$ cat src/rtl/pb_pkg.sv
// Shared types and default constants for the push-button conditioning slice.
package pb_pkg;

  typedef enum logic [1:0] {PB_IDLE, PB_PRESSED, PB_HELD} pb_state_t;

  localparam int PB_TICK_PERIOD_50MHZ = 50000;
  localparam int PB_SHIFT_LEN         = 10;
  localparam int PB_LONG_PRESS_TICKS  = 1000;

endpackage

$ cat src/rtl/pb_channel.sv
// One push-button lane: synchroniser, tick-sampled debounce shift register,
// registered level and a press/hold/release event FSM.
module pb_channel
  import pb_pkg::*;
#(
  parameter int SHIFT_LEN        = PB_SHIFT_LEN,
  parameter int LONG_PRESS_TICKS = PB_LONG_PRESS_TICKS
) (
  input  logic clk_i,
  input  logic rst_i,
  input  logic button_n_i,
  input  logic tick_i,
  output logic status_o,
  output logic press_o,
  output logic release_o,
  output logic long_o
);

  localparam int HOLD_W = $clog2(LONG_PRESS_TICKS + 1);

  logic [1:0]           sync_q, sync_d;
  logic [SHIFT_LEN-1:0] shift_q, shift_d;
  logic                 status_q, status_d;
  pb_state_t            state_q, state_d;
  logic [HOLD_W-1:0]    hold_q, hold_d;
  logic                 press_q, press_d;
  logic                 release_q, release_d;
  logic                 long_q, long_d;

  always_comb begin
    sync_d    = {sync_q[0], ~button_n_i};
    shift_d   = shift_q;
    status_d  = |shift_q;
    state_d   = state_q;
    hold_d    = hold_q;
    press_d   = 1'b0;
    release_d = 1'b0;
    long_d    = 1'b0;

    if (tick_i) begin
      shift_d = {shift_q[SHIFT_LEN-2:0], sync_q[1]};
    end

    // A falling status is checked first so release always beats the long event.
    case (state_q)
      PB_IDLE: begin
        if (status_q) begin
          state_d = PB_PRESSED;
          press_d = 1'b1;
          hold_d  = '0;
        end
      end
      PB_PRESSED: begin
        if (!status_q) begin
          state_d   = PB_IDLE;
          release_d = 1'b1;
        end else if (tick_i) begin
          if (hold_q == HOLD_W'(LONG_PRESS_TICKS - 1)) begin
            state_d = PB_HELD;
            long_d  = 1'b1;
          end
          if (hold_q != HOLD_W'(LONG_PRESS_TICKS)) begin
            hold_d = hold_q + HOLD_W'(1);
          end
        end
      end
      PB_HELD: begin
        if (!status_q) begin
          state_d   = PB_IDLE;
          release_d = 1'b1;
        end
      end
      default: state_d = PB_IDLE;
    endcase
  end

  always_ff @(posedge clk_i) begin
    if (rst_i) begin
      sync_q    <= '0;
      shift_q   <= '0;
      status_q  <= 1'b0;
      state_q   <= PB_IDLE;
      hold_q    <= '0;
      press_q   <= 1'b0;
      release_q <= 1'b0;
      long_q    <= 1'b0;
    end else begin
      sync_q    <= sync_d;
      shift_q   <= shift_d;
      status_q  <= status_d;
      state_q   <= state_d;
      hold_q    <= hold_d;
      press_q   <= press_d;
      release_q <= release_d;
      long_q    <= long_d;
    end
  end

  assign status_o  = status_q;
  assign press_o   = press_q;
  assign release_o = release_q;
  assign long_o    = long_q;

endmodule

$ cat src/rtl/pb_debounce_events.sv
// Board push-button conditioning: one shared sample tick feeding NUM_BUTTONS
// independent debounce/event channels.
module pb_debounce_events
  import pb_pkg::*;
#(
  parameter int NUM_BUTTONS      = 4,
  parameter int TICK_PERIOD      = PB_TICK_PERIOD_50MHZ,
  parameter int SHIFT_LEN        = PB_SHIFT_LEN,
  parameter int LONG_PRESS_TICKS = PB_LONG_PRESS_TICKS
) (
  input  logic                   CLOCK_50_I,
  input  logic                   RESET_I,
  input  logic [NUM_BUTTONS-1:0] PUSH_BUTTON_I,
  output logic [NUM_BUTTONS-1:0] status_o,
  output logic [NUM_BUTTONS-1:0] press_pulse_o,
  output logic [NUM_BUTTONS-1:0] release_pulse_o,
  output logic [NUM_BUTTONS-1:0] long_pulse_o,
  output logic                   tick_o
);

  localparam int CNT_W = (TICK_PERIOD > 1) ? $clog2(TICK_PERIOD) : 1;

  logic [CNT_W-1:0] cnt_q, cnt_d;
  logic             tick_q, tick_d;

  always_comb begin
    tick_d = (cnt_q == CNT_W'(TICK_PERIOD - 1));
    cnt_d  = tick_d ? '0 : cnt_q + CNT_W'(1);
  end

  always_ff @(posedge CLOCK_50_I) begin
    if (RESET_I) begin
      cnt_q  <= '0;
      tick_q <= 1'b0;
    end else begin
      cnt_q  <= cnt_d;
      tick_q <= tick_d;
    end
  end

  assign tick_o = tick_q;

  for (genvar i = 0; i < NUM_BUTTONS; i++) begin : g_chan
    pb_channel #(
      .SHIFT_LEN       (SHIFT_LEN),
      .LONG_PRESS_TICKS(LONG_PRESS_TICKS)
    ) u_chan (
      .clk_i     (CLOCK_50_I),
      .rst_i     (RESET_I),
      .button_n_i(PUSH_BUTTON_I[i]),
      .tick_i    (tick_q),
      .status_o  (status_o[i]),
      .press_o   (press_pulse_o[i]),
      .release_o (release_pulse_o[i]),
      .long_o    (long_pulse_o[i])
    );
  end

endmodule

$ cat config.mk
export PLATFORM = sky130hd
export DESIGN_NAME = pb_debounce_events
export DESIGN_NICKNAME = d
export VERILOG_FILES = /design/src/rtl/pb_pkg.sv /design/src/rtl/pb_channel.sv /design/src/rtl/pb_debounce_events.sv
export SDC_FILE = /design/constraint.sdc
export NUM_CORES = 1
export LEC_CHECK = 0
export ABC_CLOCK_PERIOD_IN_PS = 2180
export CAP_MARGIN = 20
export CORE_MARGIN = 3
export CORE_UTILIZATION = 60
export CTS_CLUSTER_DIAMETER = 100
export CTS_CLUSTER_SIZE = 24
export DETAILED_ROUTE_END_ITERATION = 16
export GPL_TIMING_DRIVEN = 0
export PLACE_DENSITY_LB_ADDON = 0.3
export SLEW_MARGIN = 30
export SYNTH_ARGS = -nofsm -noshare
export SYNTH_HDL_FRONTEND = slang
export SYNTH_SLANG_ARGS = --single-unit
$ cat constraint.sdc
create_clock -name CLOCK_50_I -period 2.18 [get_ports CLOCK_50_I]
set_clock_uncertainty 0.15 [all_clocks]
set_input_delay 0.654 -clock CLOCK_50_I [delete_from_list [all_inputs] [get_ports CLOCK_50_I]]
set_output_delay 0.654 -clock CLOCK_50_I [all_outputs]
set_load 0.02 [all_outputs]
### Word level (Yosys, flattened, before mapping)

Index checks and enable logic that the tools add are counted.

* $add $sub $neg: 5
* eq/ne operators: 45
* mux-type cells: 56
* bitwise operators: 21
* reductions and logical operators: 37

Operators with widths (number)
* $mux W10: 16
* $pmux W10 S2: 4
* $add A10 B1 Y10 const B: 4
* $eq A10 B10 Y1 const B: 4
* $mux W2: 20
* $ne A10 B10 Y1 const B: 4
* $reduce_or A10 Y1: 4
* $reduce_or A2 Y1: 13
* $ne A2 B1 Y1 const B: 12
* $ne A3 B3 Y1 const B: 8
* $pmux W2 S3: 4
* $not A1 Y1: 21
* $reduce_and A5 Y1: 4
* $add A16 B1 Y16 const B: 1
* $eq A16 B16 Y1 const B: 1
* $ne A2 B2 Y1 const B: 8
* $reduce_and A4 Y1: 4
* $reduce_or A4 Y1: 4
* $mux W1: 12
* $eq A2 B1 Y1 const B: 4
* $eq A2 B2 Y1 const B: 4
* $logic_not A2 Y1: 4
* $reduce_bool A2 Y1: 4

* register bits after elaboration: 129
* output and inout port bits: 17

### Depth between registers and ports, before layout

Gate-level depths: netlist (run 1).

* depth in word-level cells: 5
* gate-level depth with buffers: 7
* gate-level depth less buffers: 6

### By module

From an unflattened synthesis (run 1), not the netlist that was laid out.

* cell total of the unflattened synthesis: 653
* area, all modules: 5988.2 um^2

Modules (own cells, without submodules)
* pb_channel at g_chan[0].u_chan ...: instances 3, cells each 143, area an instance 1297.5 um^2, sequential area each 560.5 um^2
* pb_channel at g_chan[1].u_chan: instances 1, cells each 142, area an instance 1298.7 um^2, sequential area each 560.5 um^2
* pb_debounce_events: instances 1, cells each 82, area an instance 797.0 um^2, sequential area each 340.3 um^2

### Worst setup path after synthesis (run 1)

OpenSTA, ideal clock, no wires.

* path type: reg-to-reg
* from: register g_chan[2].u_chan.state_q[1]
* to: register g_chan[2].u_chan.hold_q[8]
* data arrival time: 1.646 ns
* path slack: 0.324 ns
* cell stages (with the launch flop): 8
* buffers on the path: 1
* path through: dfxtp_1 inv_1 ha_1 buf_2 mux2_2 nand4_1 or4_1 nand2_1

* longest elaborated chain between the ends: 3
* elaborated cells on any way between the ends: 9
* classes of those cells: 5 x eq/ne; 1 x mux; 3 x reduce/logical

RTL lines
* from (decl): line pb_channel.sv:24 `pb_state_t state_q, state_d;`
* from (signal assigned): line pb_channel.sv:91 `state_q <= state_d;`
* $eq A2 B1 Y1 / $logic_not A2 Y1 (equally long branches): line pb_channel.sv:45 `case (state_q)`
* $ne A2 B1 Y1 (no line), or another cell as far along
* $reduce_and A5 Y1 (no line)
* to (signal assigned): line pb_channel.sv:92 `hold_q <= hold_d;`
* to (decl): line pb_channel.sv:25 `logic [HOLD_W-1:0] hold_q, hold_d;`

Several ways; a longest one is shown, not always the timed one.
A chain may end at the register's enable or synchronous reset.

### Worst setup path after layout (run 1)

* from: register tick_q, in the netlist tick_o
* to: output port tick_o

RTL lines
* from (decl): line pb_debounce_events.sv:24 `logic tick_q, tick_d;`
* from (signal assigned): line pb_debounce_events.sv:37 `tick_q <= tick_d;`
* to (decl): line pb_debounce_events.sv:18 `output logic tick_o`

No word-level cell between the ends.

==> results of run 1 <==
[kinds of logic after synthesis]
logic type                 synth area share, %
and+or+nand+nor                           24.2
xor gates and xnor gates                  3.02
muxes                                     7.86
buffers and inverters                     5.29
DFF                                       44.6
adders and majority gates                 5.40
AOI/OAI and AO/OA                         9.63
[timing repair]
item / in CTS / in global routing
endpoints found under the setup margin: 57 / 31
hold buffers: 0 / 0
gates resized for setup: 24 / 10
pin swaps: 0 / 3
buffers inserted: 0 / 2
[stage by stage]
step	cells	instance area, um2	hold slack, ps	setup TNS [ps]	worst slack [ps]
final	826	6810	287	0	53.0
after global routing	826	6810	308	0	9.37
after CTS	824	6780	286	0	1.98
after detailed placement	792	6170	273	-42960	-736
after global placement	792	6170	266	-40850	-718
after floorplan	641	5790	264	0	324
[layer usage]
| layer | wire length [um] | global-route usage (%) | up-vias | share of wire [%] |
|---|---|---|---|---|
| li1 | - | - | 2346 | - |
| met1 | 5300 | 27.9 | 2248 | 44 |
| met4 | 187 | 9.31 | 0 | 1.6 |
| met2 | 5910 | 39.9 | 116 | 49 |
| met3 | 607 | 5.90 | 21 | 5.1 |
| met5 | 0 | 0 | - | 0 |
[path summary, 6_finish.rpt]
| kind | start | end | slack (ps) | cells past startpoint |
|---|---|---|---|---|
| setup reg to reg | g_chan[2].u_chan.state_q[1]$_SDFFE_PP0P_ | g_chan[2].u_chan.hold_q[8]$_SDFFE_PP0P_ | 120 | 7 |
| hold reg to reg | g_chan[3].u_chan.sync_q[0]$_SDFF_PP0_ | g_chan[3].u_chan.sync_q[1]$_SDFF_PP0_ | 290 | 1 |
| setup / recovery | tick_o$_SDFF_PP0_ | tick_o | 50 | 1 |
| hold / removal | g_chan[3].u_chan.sync_q[0]$_SDFF_PP0_ | g_chan[3].u_chan.sync_q[1]$_SDFF_PP0_ | 290 | 1 |
[state kept, by name, indices dropped and copies added, names as in the netlist]
name,count
cnt_q,16
g_chan.u_chan.hold_q,40
g_chan.u_chan.long_o,4
g_chan.u_chan.press_o,4
g_chan.u_chan.release_o,4
g_chan.u_chan.shift_q,40
g_chan.u_chan.state_q,8
g_chan.u_chan.status_o,4
g_chan.u_chan.sync_q,8
tick_o,1
[cell type report]
cell class	instances	area [um2]	area share [%]
multi-input combinational	449	2920	42.8
timing repair buffer	24	216	3.18
clock buffer	18	418	6.13
clock inverter	14	201	2.96
buffer	39	223	3.27
tap	129	161	2.37
inverter	24	90.1	1.32
sequential	129	2590	38.0
[cell usage in the layout, fill, tap and decap left out, types with 5 or more instances in the layout]
cell                                n
sky130_fd_sc_hd__nor4_1            17
sky130_fd_sc_hd__or3_1             18
sky130_fd_sc_hd__buf_2              9
sky130_fd_sc_hd__clkbuf_16         16
sky130_fd_sc_hd__dfxtp_1          126
sky130_fd_sc_hd__ha_1              25
sky130_fd_sc_hd__o211ai_1           6
sky130_fd_sc_hd__inv_6              5
sky130_fd_sc_hd__inv_1             23
sky130_fd_sc_hd__nor3_1             7
sky130_fd_sc_hd__and2_1             7
sky130_fd_sc_hd__nor2b_1           11
sky130_fd_sc_hd__nand2b_1          11
sky130_fd_sc_hd__xor2_1            12
sky130_fd_sc_hd__a21oi_1           28
sky130_fd_sc_hd__nand3_1           19
sky130_fd_sc_hd__buf_4             19
sky130_fd_sc_hd__o22ai_1            6
sky130_fd_sc_hd__xnor2_1            8
sky130_fd_sc_hd__o21ai_0           19
sky130_fd_sc_hd__nor3b_1            6
sky130_fd_sc_hd__clkdlybuf4s50_1    5
sky130_fd_sc_hd__clkbuf_1          10
sky130_fd_sc_hd__dlygate4sd2_1     13
sky130_fd_sc_hd__or4_1              8
sky130_fd_sc_hd__nor2_1            76
sky130_fd_sc_hd__nand4_1           19
sky130_fd_sc_hd__and3_1            10
sky130_fd_sc_hd__nand2_1           47
sky130_fd_sc_hd__mux2i_1           41
[power groups by stage]
stage	Sequential [W]	Clock [W]	Combinational, W
after global placement	0.00250	0	0.000591
final	0.00245	0.00296	0.000650
after global routing	0.00246	0.00312	0.000716
after CTS	0.00245	0.00300	0.000622
after detailed placement	0.00250	0	0.000624
after floorplan	0.00249	0	0.000473
==> impl_summary.md, run 1 <==
Pwr
Across the VDD grid, the largest voltage drop is between 0.9 and 1 mV. The internal power consumption is 0.00456 W. The relative contribution of sequential cells to total power is approximately two fifths. In this run the power density over the cells is a little under 900 nW/um2. The total power consumption of the routed design is 0.00606 W.

The share of total power in combinational logic is 10.7%. The clock network is responsible for 48.9% of the overall power. Of the total power, the share spent switching nets is 24.8%. The power spent charging and discharging nets is 0.00150 W. The analysis attributes to cell leakage a power of about 2.5 nW.

Global route
The overall routing resource usage is 23.3%. The largest net degree at the start of global routing is 17. The initial antenna violation count is 0. The first global-routing pass estimated 20800 um of wire. The number of global-route vias before repair is 4591. After global routing the overflow that remains totals 0.

Detailed routing
The detail route stage leaves a number of antenna-violating nets equal to 0. Dividing the detail-routed via count by the number of cells gives 5.73. After detailed routing, the number of remaining DRC violations is 0. In the final routed layout, each cell accounts on average for 14.5 um. The first routing iteration left roughly 290 violations. For this block, the via count after detailed routing is 4731. Before antenna repair, the detailed router went through 5 iterations.

The detailed-route wire length is 12000 um.

Floorplan
The horizontal die dimension is 104 um. The number of ports placed on the die boundary is 23. The core region is 9330 um2. The floorplan has 35 rows. The floorplan step defined a die boundary enclosing 10900 um2. For this configuration, the core starts out at a cell density of roughly 62%. From bottom edge to top edge, the die measures 104 um.

STA
The share of the clock period used by the worst path is a little over nine tenths. Setup repair after global routing left no endpoint under its margin. In this run the tightest slew margin relative to its limit is 50.9%. The number of slew-limit violations in the final report is 0.

The maximum frequency from static timing analysis is 470 MHz. Setup violations remaining at the end of the flow were counted as 0. The transition time at the pin with the least slew margin is approximately 730 ps. The number of hold-slack violations in the final timing report is 0. Counting I/O delays and the setup requirement, the final critical path takes ~2100 ps.

Final layout
The number of inserted diodes is 0. The layout has 702 filler cells. The count of nets after finishing is 715. The fraction of the core area covered by cells at the end of the flow is 73.0%. Cells with a size suffix above 1 make up between 10% and 20% of the layout.

The area added between synthesis and finish is 17.6%.

CTS
Clock latency on the worst-skew pair, taken at its later pin, is 540 ps. The clock tree root driver cell is sky130_fd_sc_hd__clkbuf_8. The buffer levels on the longest clock path is 2.

The TritonCTS buffer count is 17. The clock-pin slew on the worst setup and hold paths is approximately 60 ps. The clock tree synthesis step divided the H-tree into 4 levels. The number of clock sinks seen by CTS is 129. TritonCTS built the clock tree.

Synthesis
In this run, synthesis inferred 0 flip-flops with an integrated enable. The average instance area after synthesis is 9.04 um2. The biggest area consumer among synthesized cells is sky130_fd_sc_hd__dfxtp_1. The synthesized netlist net count is 672.

The number of unique standard cell types used by synthesis is 52. The synthesized design contains 129 register bits. The proportion of register bits with asynchronous set or reset after synthesis is 0%. The flip-flop cell with the highest count after synthesis is sky130_fd_sc_hd__dfxtp_1.

Synthesis produced a netlist whose cell count is 641. After synthesis, the cell types taking the most area are sky130_fd_sc_hd__dfxtp_1 45%, sky130_fd_sc_hd__mux2i_1 7.1%, sky130_fd_sc_hd__ha_1 5.4%, sky130_fd_sc_hd__nor2_1 4.9%, sky130_fd_sc_hd__nand2_1 3.0%. In the post-synthesis netlist, the cell with the most instances is sky130_fd_sc_hd__dfxtp_1.

Summed over its instances, the top area cell type makes up 44.6% of the synthesized netlist area. The share of synthesized area occupied by flip-flops and latches is about 45%. In this run the cell area of the synthesized design comes to 5790 um2. The count of yosys warnings during synthesis is 0. By count the netlist is led by 129 x sky130_fd_sc_hd__dfxtp_1, 76 x sky130_fd_sc_hd__nor2_1, 47 x sky130_fd_sc_hd__nand2_1.

Setup path
Of all nets on the critical path, the largest fanout is 6. The delay of the slowest cell on the worst path is 430 ps. The kind of critical path is reg2out. The kind of start point of the critical path is a register. The required arrival time at the worst endpoint is 1380 ps.

The sort of element at the end of the critical path is a primary output. Data arrives at the worst endpoint at 1320 ps. Counting both buffers and inverters, the worst setup path holds a total of 1.

On the critical path the largest part of the delay comes from flip-flops. For this design, the slowest cell found on the critical path is sky130_fd_sc_hd__dfxtp_2. The signal on the critical path passes through dlygate4sd2_1.

Placement
The final RePlAce weighted congestion is ~0.86. The placed wire-length estimate is 8000 um. The number of buffers added on ports is 22.

Hold path
The worst hold path belongs to the class reg2reg.

Status
The run finished with clean final reports.

Job
The number of max-cap violations is 0.
Power figures use the tool's default switching activity.
==> inputs of run 2 (changes only) <==
SKIP_LAST_GASP = 1   (was unset)
==> impl_summary.md, run 2 (synthesis results as in run 1) <==
Status
Outcome: finished clean (unchanged).

Final layout
The area added between synthesis and finish is 17.6% (unchanged). The number of inserted diodes is 0 (unchanged). The count of nets after finishing is 715 (unchanged). The share of post-route cells with drive strength above 1 was 10.9% (unchanged). Commonest cells after routing, fill and taps aside: 126 x sky130_fd_sc_hd__dfxtp_1, 76 x sky130_fd_sc_hd__nor2_1, 47 x sky130_fd_sc_hd__nand2_1 (unchanged). The most frequent standard cell in the layout excluding fill and tap cells is sky130_fd_sc_hd__dfxtp_1 (unchanged).

The area occupied by multi-input gates is 2920 um2 (unchanged). Largest registers: g_chan.u_chan.hold_q x40, g_chan.u_chan.shift_q x40, cnt_q x16 (unchanged). The number of fillers in the final layout is 700 (was 702). The register area is 2590 um2 (about the same).

Pwr
The standby leakage power came to 2.51 nW (about the same). The total power consumption of the routed design came to 0.00606 W (about the same). The total power divided by cell area came to 890 nW/um2 (about the same). The maximum VDD drop came to 0.925 mV (about the same).

STA
The worst-case hold slack was 287 ps (about the same). The number of hold-slack violations in the final timing report is 0 (unchanged). The maximum frequency from static timing analysis is 469 MHz (was 470 MHz).

The clock period minus worst slack is 2130 ps (about the same). The setup slack after layout came to 48.1 ps (was 53.0 ps). RSZ-0062 raised after global routing: no (unchanged). The worst-case headroom to the max-slew limit is 50.4% (was 50.9%). The final-report setup violation count came to 0 (unchanged). The transition time at the pin with the least slew margin came to 737 ps (was 729 ps). The number of slew-limit violations in the final report is 0 (unchanged). The share of the clock period used by the worst path is 97.8% (was 97.6%).

CTS
The buffer levels on the longest clock path is 2 (unchanged). The TritonCTS clock tree is yes (unchanged). The clock-pin slew on the worst setup and hold paths is 60 ps (about the same).

The count of hold-fix buffers inserted at cts is 0 (unchanged). The clock insertion delay at the later pin of the skew report is 540 ps (about the same). The number of clock sinks seen by CTS is 129 (unchanged). The deepest level of the CTS H-tree is 4 (unchanged).

The TritonCTS buffer count came to 17 (unchanged). The clock tree root driver cell was sky130_fd_sc_hd__clkbuf_8 (unchanged).

Floorplan
The die extent in y is 104 um (unchanged). The number of standard-cell rows in the floorplan is 35 (unchanged). The number of ports placed on the die boundary is 23 (unchanged).

The horizontal die dimension is 104 um (unchanged). The area enclosed by the die boundary is 10900 um2 (unchanged). The initial core utilization is 62.1% (unchanged). The core region area is 9330 um2 (unchanged).

Global route
The sum of overflow across all layers after global routing was 0 (unchanged). The initial antenna violation count was 0 (unchanged). The number of global-route vias before repair is 4597 (was 4591).

The largest net degree at the start of global routing is 17 (unchanged). The global-route wire length before repair is 20800 um (about the same). The overall routing resource usage is 23.3% (about the same).

Detailed routing
The wire length on met2 is 5910 um (unchanged). The total length of routed met3 wires is 634 um (was 607 um). The remaining routing DRC violations is 0 (unchanged). The met1 wire length was 5280 um (was 5300 um).

The starting DRC count in detailed routing was 302 (was 285). The average wire per cell in the routed design came to 14.6 um (was 14.5 um). The remaining antenna violation count after routing is 0 (unchanged). The detailed-route wire length is 12000 um (about the same). The number of optimization iterations in the first detailed-route pass is 5 (unchanged).

The top metal layer carrying routed signals is met4 (unchanged). The via count is 4748 (was 4731). The ratio of routed vias to standard cells is 5.75 (was 5.73).

Job
The number of max-cap violations is 0 (unchanged).

Setup path
The sort of element at the end of the critical path is a primary output (unchanged). The combined buffer and inverter count along the critical path is 1 (unchanged). The kind of start point of the critical path was a register (unchanged). The data arrival time at the worst-slack endpoint is 1330 ps (was 1320 ps).

The highest net fanout along the worst path is 6 (unchanged). The kind of critical path is reg2out (unchanged). The cell at the slowest stage of the critical path was sky130_fd_sc_hd__dfxtp_2 (unchanged). Chain of cells forming the critical path: dlygate4sd2_1 (unchanged). The cell family contributing the most delay on the critical path is flip-flops (unchanged). The required arrival time at the worst endpoint is 1380 ps (about the same). The delay of the slowest cell on the worst path is 430 ps (about the same).

Placement
The placed wire-length estimate is 8000 um (unchanged). The final RePlAce weighted congestion came to 0.863 (unchanged). The number of buffers added on ports was 22 (unchanged). The worst setup slack after placement came to -736 ps (unchanged).

Hold path
The path category of the worst min-delay check is reg2reg (unchanged).
-- run 2: layout make-up --
class / count / area share, %
clock inverter: 14 / 2.96
inverter: 24 / 1.32
buffer: 39 / 3.27
timing repair buffer: 24 / 3.14
multi-input combinational: 449 / 42.8
tap: 129 / 2.37
clock buffer: 18 / 6.13
sequential: 129 / 38.0
-- run 2: where the power goes --
part | leakage (nW) | switching, W | total, W | internal, W
Sequential | 1.04 | 0.0000364 | 0.00245 | 0.00241
Clock | 0.297 | 0.00109 | 0.00296 | 0.00188
Combinational | 1.17 | 0.000378 | 0.000650 | 0.000272
-- run 2: path summary, 6_finish.rpt --
kind                                            startpoint                                 endpoint  slack (ps)  depth (start not counted)
hold reg to reg      g_chan[3].u_chan.sync_q[0]$_SDFF_PP0_    g_chan[3].u_chan.sync_q[1]$_SDFF_PP0_         290                          1
hold / removal       g_chan[3].u_chan.sync_q[0]$_SDFF_PP0_    g_chan[3].u_chan.sync_q[1]$_SDFF_PP0_         290                          1
setup reg to reg  g_chan[1].u_chan.state_q[1]$_SDFFE_PP0P_  g_chan[1].u_chan.hold_q[8]$_SDFFE_PP0P_         120                          7
setup / recovery                         tick_o$_SDFF_PP0_                                   tick_o          50                          1
-- run 2: timing repair --
| action | CTS | global route |
|---|---|---|
| setup endpoints to repair | 57 | 32 |
| setup buffers | 0 | 2 |
| gates resized for setup | 23 | 13 |
| pin swaps | 0 | 3 |
-- run 2: routing by layer --
layer	vias up	track usage (%)
met4	0	9.31
met3	24	5.90
li1	2348	-
met2	122	39.9
met5	-	0
met1	2254	28.0
-- run 2: stage by stage --
step           cell area, um2  setup TNS (ps)  util (%)  cells
2_1_floorplan            5790               0         -    641
3_3_place_gp             6170          -40850      66.2    792
3_5_place_dp             6170          -42960      66.2    792
4_1_cts                  6780           -74.0      72.7    824
5_1_grt                  6810               0      73.0    826
6_report                 6810               0      73.0    826
==> inputs of run 3 (changes only) <==
ABC_AREA = 0   (was unset)
==> results of run 3 <==
Final layout, timing and power as in run 2 (identical DEF).
==> variant, RTL diff (flow settings as in run 2) <==
Re-encode `pb_state_t` (3 states) as one-hot, 3 bits wide.
--- a/src/rtl/pb_pkg.sv
+++ b/src/rtl/pb_pkg.sv
@@ -1,7 +1,7 @@
 // Shared types and default constants for the push-button conditioning slice.
 package pb_pkg;
 
-  typedef enum logic [1:0] {PB_IDLE, PB_PRESSED, PB_HELD} pb_state_t;
+  typedef enum logic [2:0] {PB_IDLE = 3'b001, PB_PRESSED = 3'b010, PB_HELD = 3'b100} pb_state_t;
 
   localparam int PB_TICK_PERIOD_50MHZ = 50000;
   localparam int PB_SHIFT_LEN         = 10;
Function: same outputs for any inputs over 10 cycles, from zero or initial values and one cycle with RESET_I high; not proved beyond that.
==> variant against run 2 <==
First-iteration DRC count is 20% lower; critical path type unchanged; register-to-register slack better by 0.02 ns; synthesized area increased by 1.9%; sequential cell count increased by 4; utilization down 0.67 points; largest cell class unchanged; critical path depth grew 1; setup slack better by 0.011 ns; final area about the same; wire length is 0.95% higher.
Power is not compared: it rests on default switching activity, and its combinational part moved more than twofold at a synthesized area within 25%.
==> variant: results (changes against run 2) <==
[outcome]
status = complete, no violations

[finish]
fillerInstances = 702  ; +0.29%
design.final.nets = 689  ; -3.6%
multi_input_area_sq_um = 2890  ; -0.94%
post_route_cells_drive_above_1_share_pct = 11.9  ; +1.0 points

[global_route]
grt_pass1_vias = 4571  ; -0.57%
grt_pass1_wl_um = 20700  ; -0.33%
globalRouteTotalUtil_pct = 22.7  ; -0.60 points
global_routing_usage_on_met2_pct = 38.1  ; -1.8 points
groute.layer.met3.usage_pct = 5.06  ; -0.83 points

[cts]
clock_insertion_delay_worst_skew_ns = 0.52  ; -0.02 ns
cts_setup_buffers = 0  ; unchanged

[synth]
synth.area.mux_share_pct = 6.98  ; -0.89 points
library_cells_used_by_synthesis = 64  ; +23%
yosysSeqAreaShare_pct = 45.1  ; +0.53 points
synth.top_cells.by_area = sky130_fd_sc_hd__dfxtp_1 (45%), sky130_fd_sc_hd__mux2i_1 (6.8%), sky130_fd_sc_hd__nor2_1 (5.5%)
syn-instance-count = 635  ; -0.94%
yosys.area_share.xor_xnor_pct = 4.90  ; +1.9 points
synth_common_cells = sky130_fd_sc_hd__dfxtp_1 (133), sky130_fd_sc_hd__nor2_1 (86), sky130_fd_sc_hd__mux2i_1 (40)
synth_compound_gate_area_share_pct = 11.1  ; +1.5 points

[timing]
postLayoutSetupSlackWorst_ns = 0.0588  ; +0.0108 ns
fin_worst_hold_slack_ns = 0.295  ; +0.00879 ns

[place]
buffer_ports.inserted = 21  ; -4.5%
detailedPlacementHpwl_um = 8050  ; +0.69%
place_congestion = 0.837  ; -3.0%
placement.cell_area_sq_um = 6270  ; +1.6%

[detailed_routing]
wl_met1_um = 5410  ; +2.5%
vias_after_detailed_routing = 4778  ; +0.63%
routed-wl-met3_um = 529  ; -17%
route.met2.wl_um = 5970  ; +1.0%
drt-vias-per-instance = 5.86  ; +1.9%
wire_per_inst_um = 14.9  ; +2.2%
drt-initial-drc-count = 241  ; -20%

[setup_path]
reg2reg_path_depth = 6  ; -1
critPathCapture = status_o[2]
worstReg2RegEnd = g_chan[0].u_chan.hold_q[9]
reg2reg_slack_ns = 0.14  ; +0.02 ns
timing.critical_path.slowest_cell_delay_ns = 0.40  ; -0.03 ns
timing.rr.start = g_chan[0].u_chan.state_q[1]
setup.worst_path.start = g_chan[2].u_chan.status_o

[worst_hold_path]
min_from = g_chan[1].u_chan.sync_q[0]
whs_endpoint = g_chan[1].u_chan.sync_q[1]

[pwr]
design_power_total_mw = 5.18

variant: changes by cell type after synthesis, sizes merged, moves of 8 or more:
| cell | change |
|---|---|
| a2111oi | +8 |
| nor2 | +10 |
| a211oi | +9 |
| nand2 | -23 |
| xnor2 | +19 |
| ha | -16 |
| or3 | -9 |
variant: area by class of cell:
cell class,instances,share of cell area (%)
Multi-Input combinational cell,436,42.4
Sequential cell,133,39.2
Clock buffer,22,6.79
Buffer,44,3.97
Timing Repair Buffer,21,2.70
Tap cell,129,2.37
Clock inverter,10,1.43
Inverter,21,1.16
variant: logic make-up (layout without fill, tap and decap cells):
| kind of cell | Yosys count | in the layout |
|---|---|---|
| AOI/OAI and AO/OA | 99 | 99 |
| xor gates and xnor gates | 33 | 33 |
| adders and majority gates | 9 | 9 |
| buffers and inverters | 66 | 118 |
| DFF | 133 | 133 |
| muxes | 41 | 41 |
| and+or+nand+nor | 254 | 254 |
